**config.mk**
```make
export PLATFORM = sky130hd
export DESIGN_NAME = motor_cmd_scheduler
export DESIGN_NICKNAME = d
export VERILOG_FILES = /design/src/rtl/motor_cmd_scheduler.sv
export SDC_FILE = /design/constraint.sdc
export NUM_CORES = 1
export LEC_CHECK = 0
export ABC_AREA = 0
export ABC_CLOCK_PERIOD_IN_PS = 3250
export CORE_ASPECT_RATIO = 1.25
export CORE_MARGIN = 4
export CORE_UTILIZATION = 40
export DETAILED_ROUTE_END_ITERATION = 6
export PLACE_DENSITY = 0.69
export SKIP_CTS_REPAIR_TIMING = 1
export SLEW_MARGIN = 20
export SYNTH_ARGS = -nofsm -noshare
export SYNTH_HDL_FRONTEND = slang
export SYNTH_SLANG_ARGS = --single-unit
```
**constraint.sdc**
```tcl
create_clock -name clk -period 3.25 [get_ports clk]
set_clock_uncertainty 0.2 [all_clocks]
set_input_delay 0.4875 -clock clk [delete_from_list [all_inputs] [get_ports clk]]
set_output_delay 0.4875 -clock clk [all_outputs]
set_load 0.05 [all_outputs]
```
**src/rtl/motor_cmd_scheduler.sv**
```systemverilog
// rtl/motor_cmd_scheduler.sv - priority arbiter and frame sequencer feeding the wheel-speed JSON formatter
module motor_cmd_scheduler #(
    parameter int N_REQ        = 3,
    parameter int HB_CLKS      = 5_000_000,
    parameter int GAP_CLKS     = 1_000,
    parameter int TIMEOUT_CLKS = 50_000,
    parameter int MAG_MAX      = 10
) (
    input  logic                 clk,
    input  logic                 rst_n,
    input  logic [N_REQ-1:0]     req,
    input  logic [N_REQ-1:0]     req_neg_l,
    input  logic [N_REQ-1:0]     req_neg_r,
    input  logic [4*N_REQ-1:0]   req_mag_l,
    input  logic [4*N_REQ-1:0]   req_mag_r,
    output logic [N_REQ-1:0]     grant,
    output logic                 fmt_start,
    output logic                 fmt_neg_l,
    output logic                 fmt_neg_r,
    output logic [3:0]           fmt_mag_l,
    output logic [3:0]           fmt_mag_r,
    input  logic                 fmt_done,
    output logic [1:0]           active_src,
    output logic                 hb_active,
    output logic                 timeout_err
);

    localparam int HB_W  = $clog2(HB_CLKS + 1);
    localparam int TO_W  = $clog2(TIMEOUT_CLKS + 1);
    localparam int GAP_W = $clog2(GAP_CLKS + 1);

    localparam logic [HB_W-1:0]  HB_MAX   = HB_W'(HB_CLKS);
    localparam logic [TO_W-1:0]  TO_LAST  = TO_W'(TIMEOUT_CLKS - 1);
    localparam logic [GAP_W-1:0] GAP_LAST = GAP_W'(GAP_CLKS - 1);
    localparam logic [3:0]       MAG_LIM  = 4'(MAG_MAX);

    typedef enum logic [1:0] {
        S_IDLE  = 2'd0,
        S_START = 2'd1,
        S_WAIT  = 2'd2,
        S_GAP   = 2'd3
    } state_t;

    typedef struct packed {
        logic       neg_l;
        logic       neg_r;
        logic [3:0] mag_l;
        logic [3:0] mag_r;
    } cmd_t;

    state_t           state;
    cmd_t             fmt_cmd;
    cmd_t             last_cmd;
    logic             last_valid;
    logic [HB_W-1:0]  hb_cnt;
    logic [TO_W-1:0]  wait_cnt;
    logic [GAP_W-1:0] gap_cnt;

    logic             sel_any;
    logic [1:0]       sel_idx;
    logic [N_REQ-1:0] sel_onehot;
    logic             sel_neg_l;
    logic             sel_neg_r;
    logic [3:0]       sel_raw_l;
    logic [3:0]       sel_raw_r;
    logic [3:0]       sel_mag_l;
    logic [3:0]       sel_mag_r;
    cmd_t             sel_cmd;
    logic             hb_due;
    logic             dup;

    // Scan from the top so the lowest set index is the one left standing.
    always_comb begin
        sel_any   = 1'b0;
        sel_idx   = 2'd0;
        sel_neg_l = 1'b0;
        sel_neg_r = 1'b0;
        sel_raw_l = 4'd0;
        sel_raw_r = 4'd0;
        for (int i = N_REQ - 1; i >= 0; i--) begin
            if (req[i]) begin
                sel_any   = 1'b1;
                sel_idx   = 2'(i);
                sel_neg_l = req_neg_l[i];
                sel_neg_r = req_neg_r[i];
                sel_raw_l = req_mag_l[4*i +: 4];
                sel_raw_r = req_mag_r[4*i +: 4];
            end
        end
    end

    always_comb begin
        sel_onehot = '0;
        for (int i = 0; i < N_REQ; i++) begin
            sel_onehot[i] = sel_any && (sel_idx == 2'(i));
        end
    end

    // A zero magnitude never carries a reverse flag, so "-0.0" is never emitted.
    always_comb begin
        sel_mag_l     = (sel_raw_l > MAG_LIM) ? MAG_LIM : sel_raw_l;
        sel_mag_r     = (sel_raw_r > MAG_LIM) ? MAG_LIM : sel_raw_r;
        sel_cmd.mag_l = sel_mag_l;
        sel_cmd.mag_r = sel_mag_r;
        sel_cmd.neg_l = sel_neg_l && (sel_mag_l != 4'd0);
        sel_cmd.neg_r = sel_neg_r && (sel_mag_r != 4'd0);
    end

    assign hb_due = last_valid && (hb_cnt >= HB_MAX);
    assign dup    = last_valid && (sel_cmd == last_cmd) && !hb_due;

    assign fmt_neg_l = fmt_cmd.neg_l;
    assign fmt_neg_r = fmt_cmd.neg_r;
    assign fmt_mag_l = fmt_cmd.mag_l;
    assign fmt_mag_r = fmt_cmd.mag_r;

    always_ff @(posedge clk or negedge rst_n) begin
        if (!rst_n) begin
            state       <= S_IDLE;
            fmt_cmd     <= '0;
            last_cmd    <= '0;
            last_valid  <= 1'b0;
            hb_cnt      <= '0;
            wait_cnt    <= '0;
            gap_cnt     <= '0;
            grant       <= '0;
            fmt_start   <= 1'b0;
            active_src  <= 2'd0;
            hb_active   <= 1'b0;
            timeout_err <= 1'b0;
        end else begin
            grant     <= '0;
            fmt_start <= 1'b0;
            if (state != S_START && hb_cnt != HB_MAX) begin
                hb_cnt <= hb_cnt + 1'b1;
            end

            case (state)
                S_IDLE: begin
                    if (sel_any) begin
                        grant <= sel_onehot;
                        if (!dup) begin
                            fmt_cmd    <= sel_cmd;
                            active_src <= sel_idx;
                            hb_active  <= 1'b0;
                            state      <= S_START;
                        end
                    end else if (hb_due) begin
                        fmt_cmd   <= last_cmd;
                        hb_active <= 1'b1;
                        state     <= S_START;
                    end
                end
                S_START: begin
                    fmt_start  <= 1'b1;
                    last_cmd   <= fmt_cmd;
                    last_valid <= 1'b1;
                    hb_cnt     <= '0;
                    wait_cnt   <= '0;
                    state      <= S_WAIT;
                end
                S_WAIT: begin
                    // A done arriving on the final allowed cycle still counts as a clean finish.
                    if (fmt_done) begin
                        gap_cnt <= '0;
                        state   <= S_GAP;
                    end else if (wait_cnt == TO_LAST) begin
                        timeout_err <= 1'b1;
                        gap_cnt     <= '0;
                        state       <= S_GAP;
                    end else begin
                        wait_cnt <= wait_cnt + 1'b1;
                    end
                end
                S_GAP: begin
                    if (gap_cnt == GAP_LAST) begin
                        state <= S_IDLE;
                    end else begin
                        gap_cnt <= gap_cnt + 1'b1;
                    end
                end
                default: state <= S_IDLE;
            endcase
        end
    end

endmodule

```
==> metrics.csv <==
stage;metric;value;unit
run_status;status;finished, violations left;
run_status;violations;hold timing;
floorplanning;die_y;132;um
power;irDropWorstVdd;0.000304;V
timing;rsz0062_at_grt;false;
timing;setup_viol;0;
placed_design;post-dp-hpwl;9.27;mm
finish;nets;684;
placed_design;post-place-cells;786;
finish;n_antenna_cell;0;
floorplanning;ios;54;
setup_path;worstPathRequired;3.32;ns
detailed_routing;drt_iter0_drc;225;
flow_run;cap_violations;0;
detailed_routing;drt-wirelength-per-cell;15.6;um
floorplanning;start_util;0.416;
timing;min_period_over_period;0.951;
clocking;cts_root_buf;clkbuf_16;
yosys;syn_nets;596;
placed_design;io_buffers;53;
global_route;grt.overflow.total;0;
clocking;cts-buffers-inserted;9;
yosys;avgSynthCellArea;8.88;um2
timing;slew_viol_final;0;
global_route;grt_usage;0.179;
timing;worstMarginPinSlew;0.730;ns
timing;period_needed;3.09;ns
clocking;clk_latency;0.33;ns
yosys;ys_ff_latch;80;
global_route;grt_pass1_wl;21.0;mm
clocking;clock_path_buffers;2;
finish;final.fill_count;1105;
floorplanning;core;0.0118;mm2
global_route;antenna_found_initial;0;
setup_path;path_class;in -> reg;
floorplanning;die_w;107;um
yosys;syn_inst;552;
finish;seq_area;0.00200;mm2
power;p_leak;2.76;nW
clocking;cts_sinks;80;
finish;instances_no_fill;806;
yosys;ys_seq_area_frac;0.408;
setup_path;critPathLaunchType;input pin;
yosys;synth_area;0.00490;mm2
timing;maxSlewHeadroom;0.513;
placed_design;place_congestion;0.861;
setup_path;cp_data_arrival_time;3.16;ns
timing;finalHoldViolations;14;
yosys;synthFlopType;dfrtp_1;
placed_design;dpl_cell_area;0.00587;mm2
finish;postLayoutCellArea;0.00622;mm2
detailed_routing;vias_per_cell;5.53;
detailed_routing;ant_nets;0;
detailed_routing;wl;12.6;mm
worst_hold_path;hold_class;in -> async;
detailed_routing;drt_pass1_iterations;5;
floorplanning;std_cell_rows;44;
yosys;synth-async-reset-ratio;1.00;
floorplanning;die_area;0.0141;mm2
clocking;htree_num_levels;3;
global_route;grt_pass1_vias;4519;
timing;holdWs;-0.0156;ns
detailed_routing;num_vias;4456;
finish;drive_gt1_frac;0.132;
global_route;grt_max_degree;81;
finish;area.growth.synth_to_final;26.8;%
clocking;path_clk_slew;0.06;ns
yosys;synth_edf_count;0;
yosys;ys_types;74;
clocking;cts_tree;built;
finish;multi_input_area;0.00273;mm2
detailed_routing;drc;0;
power;power_density;672;mW/mm2
timing;max_freq;323;MHz
yosys;yosysWarnings;0;
setup_path;end_kind;register;
timing;fin_tns_setup;0;ns
setup_path;path_max_fanout;14;
==> registers in the layout (all words and copies together), names as in the netlist <==
register and flops:
last_valid 1, fmt_neg_r 1, gap_cnt 10, active_src 2
grant 3, state 2, fmt_start 1, fmt_mag_r 4
fmt_mag_l 4, last_cmd 10, timeout_err 1, hb_cnt 23
fmt_neg_l 1, wait_cnt 16, hb_active 1
==> cell usage after synthesis, types with 11 or more instances <==
master,instances,share of area
inv_1,17,0.013
nor2_1,63,0.048
o21ai_0,19,0.019
dfrtp_1,80,0.41
nand3_1,33,0.034
a21oi_1,25,0.026
nand2_1,57,0.044
nand4_1,13,0.017
clkbuf_1,16,0.012
xnor2_1,11,0.020
and3_1,22,0.028
xor2_1,31,0.055
==> area by class of cell <==
class | instances | area share
multi-input cells | 426 | 0.439
flip-flops and latches | 80 | 0.322
well taps | 161 | 0.0324
clock buffers | 11 | 0.0390
clock inverters | 5 | 0.00503
repair buffers | 104 | 0.151
inverters | 19 | 0.0115
==> routing by layer <==
layer	share of wire	up-vias	global-route usage	wire length, um
li1	-	2155	-	-
met1	0.42	2173	0.215	5260
met2	0.52	108	0.315	6580
met3	0.039	20	0.0363	486
met4	0.018	0	0.0604	230
met5	0	-	0	0
==> cells by family after synthesis <==
| group | after synthesis | synth area share |
|---|---|---|
| compound gates | 109 | 0.154 |
| flops | 80 | 0.408 |
| buf+inv | 46 | 0.0406 |
| xor+xnor | 42 | 0.0750 |
| mux | 14 | 0.0327 |
| simple gates | 253 | 0.269 |
| fa+ha+maj | 8 | 0.0204 |
==> worst max-delay path: stages <==
cell             delay, ns
clkdlybuf4s50_1       0.45
buf_4                 0.17
nand3b_1              0.13
a2bb2oi_1             0.15
o41a_1                0.48
a21o_1                0.23
nor4b_4               0.33
nand3_4               0.13
buf_12                0.15
or3b_1                0.35
nand3_1               0.10
==> placed cells by master (no fill, tap or decap), drive strengths merged, types with 4 or more instances in the layout <==
cell type      netlist  layout
nor4                 5       5
a22oi                4       4
clkinv               1       4
or3b                 5       5
a221oi               4       4
a21o                 6       6
a31oi                6       6
buf                 11      52
nor2b                5       5
xnor2               11      11
o21ai               20      20
or3                  9       9
a21oi               25      25
nor3                10      10
nor2                63      63
nand4               13      13
a211oi               4       4
a22o                 5       5
clkbuf              16      11
nand2b               4       4
inv                 18      19
ha                   8       8
and3                22      22
nand3b               9       9
xor2                31      31
mux2                10      10
a2bb2oi              5       5
nand3               34      34
nand2               57      57
dfrtp               80      80
mux2i                4       4
clkdlybuf4s50        0      52
==> final timing paths <==
check	from	to	slack [ns]	cells past startpoint
min in group clk	timeout_err	timeout_err	0.28	1
worst min register to register	timeout_err	timeout_err	0.28	1
worst min-delay path	rst_n	fmt_start	-0.02	1
worst max register to register	last_cmd[0]	active_src[0]	0.54	8
max in group asynchronous	rst_n	hb_cnt[19]	2.36	1
worst max-delay path	req[1]	fmt_mag_l[2]	0.16	11
==> metrics by stage <==
stage	power (mW)	util	setup WS (ns)
CTS	4.20	0.522	0.163
finish	4.18	0.528	0.158
floorplan	2.63	-	0.439
global route	4.45	0.528	0.0128
detailed placement	3.25	0.498	-0.180
global placement	3.19	0.498	-0.103
==> report_power, final <==
part / leakage (nW) / internal (mW) / switching [mW] / total (mW)
registers: 1.06 / 1.21 / 0.258 / 1.46
logic: 1.56 / 0.732 / 1.05 / 1.78
clock network: 0.136 / 0.537 / 0.395 / 0.932
Note: power is estimated with default switching activity, not from simulation.
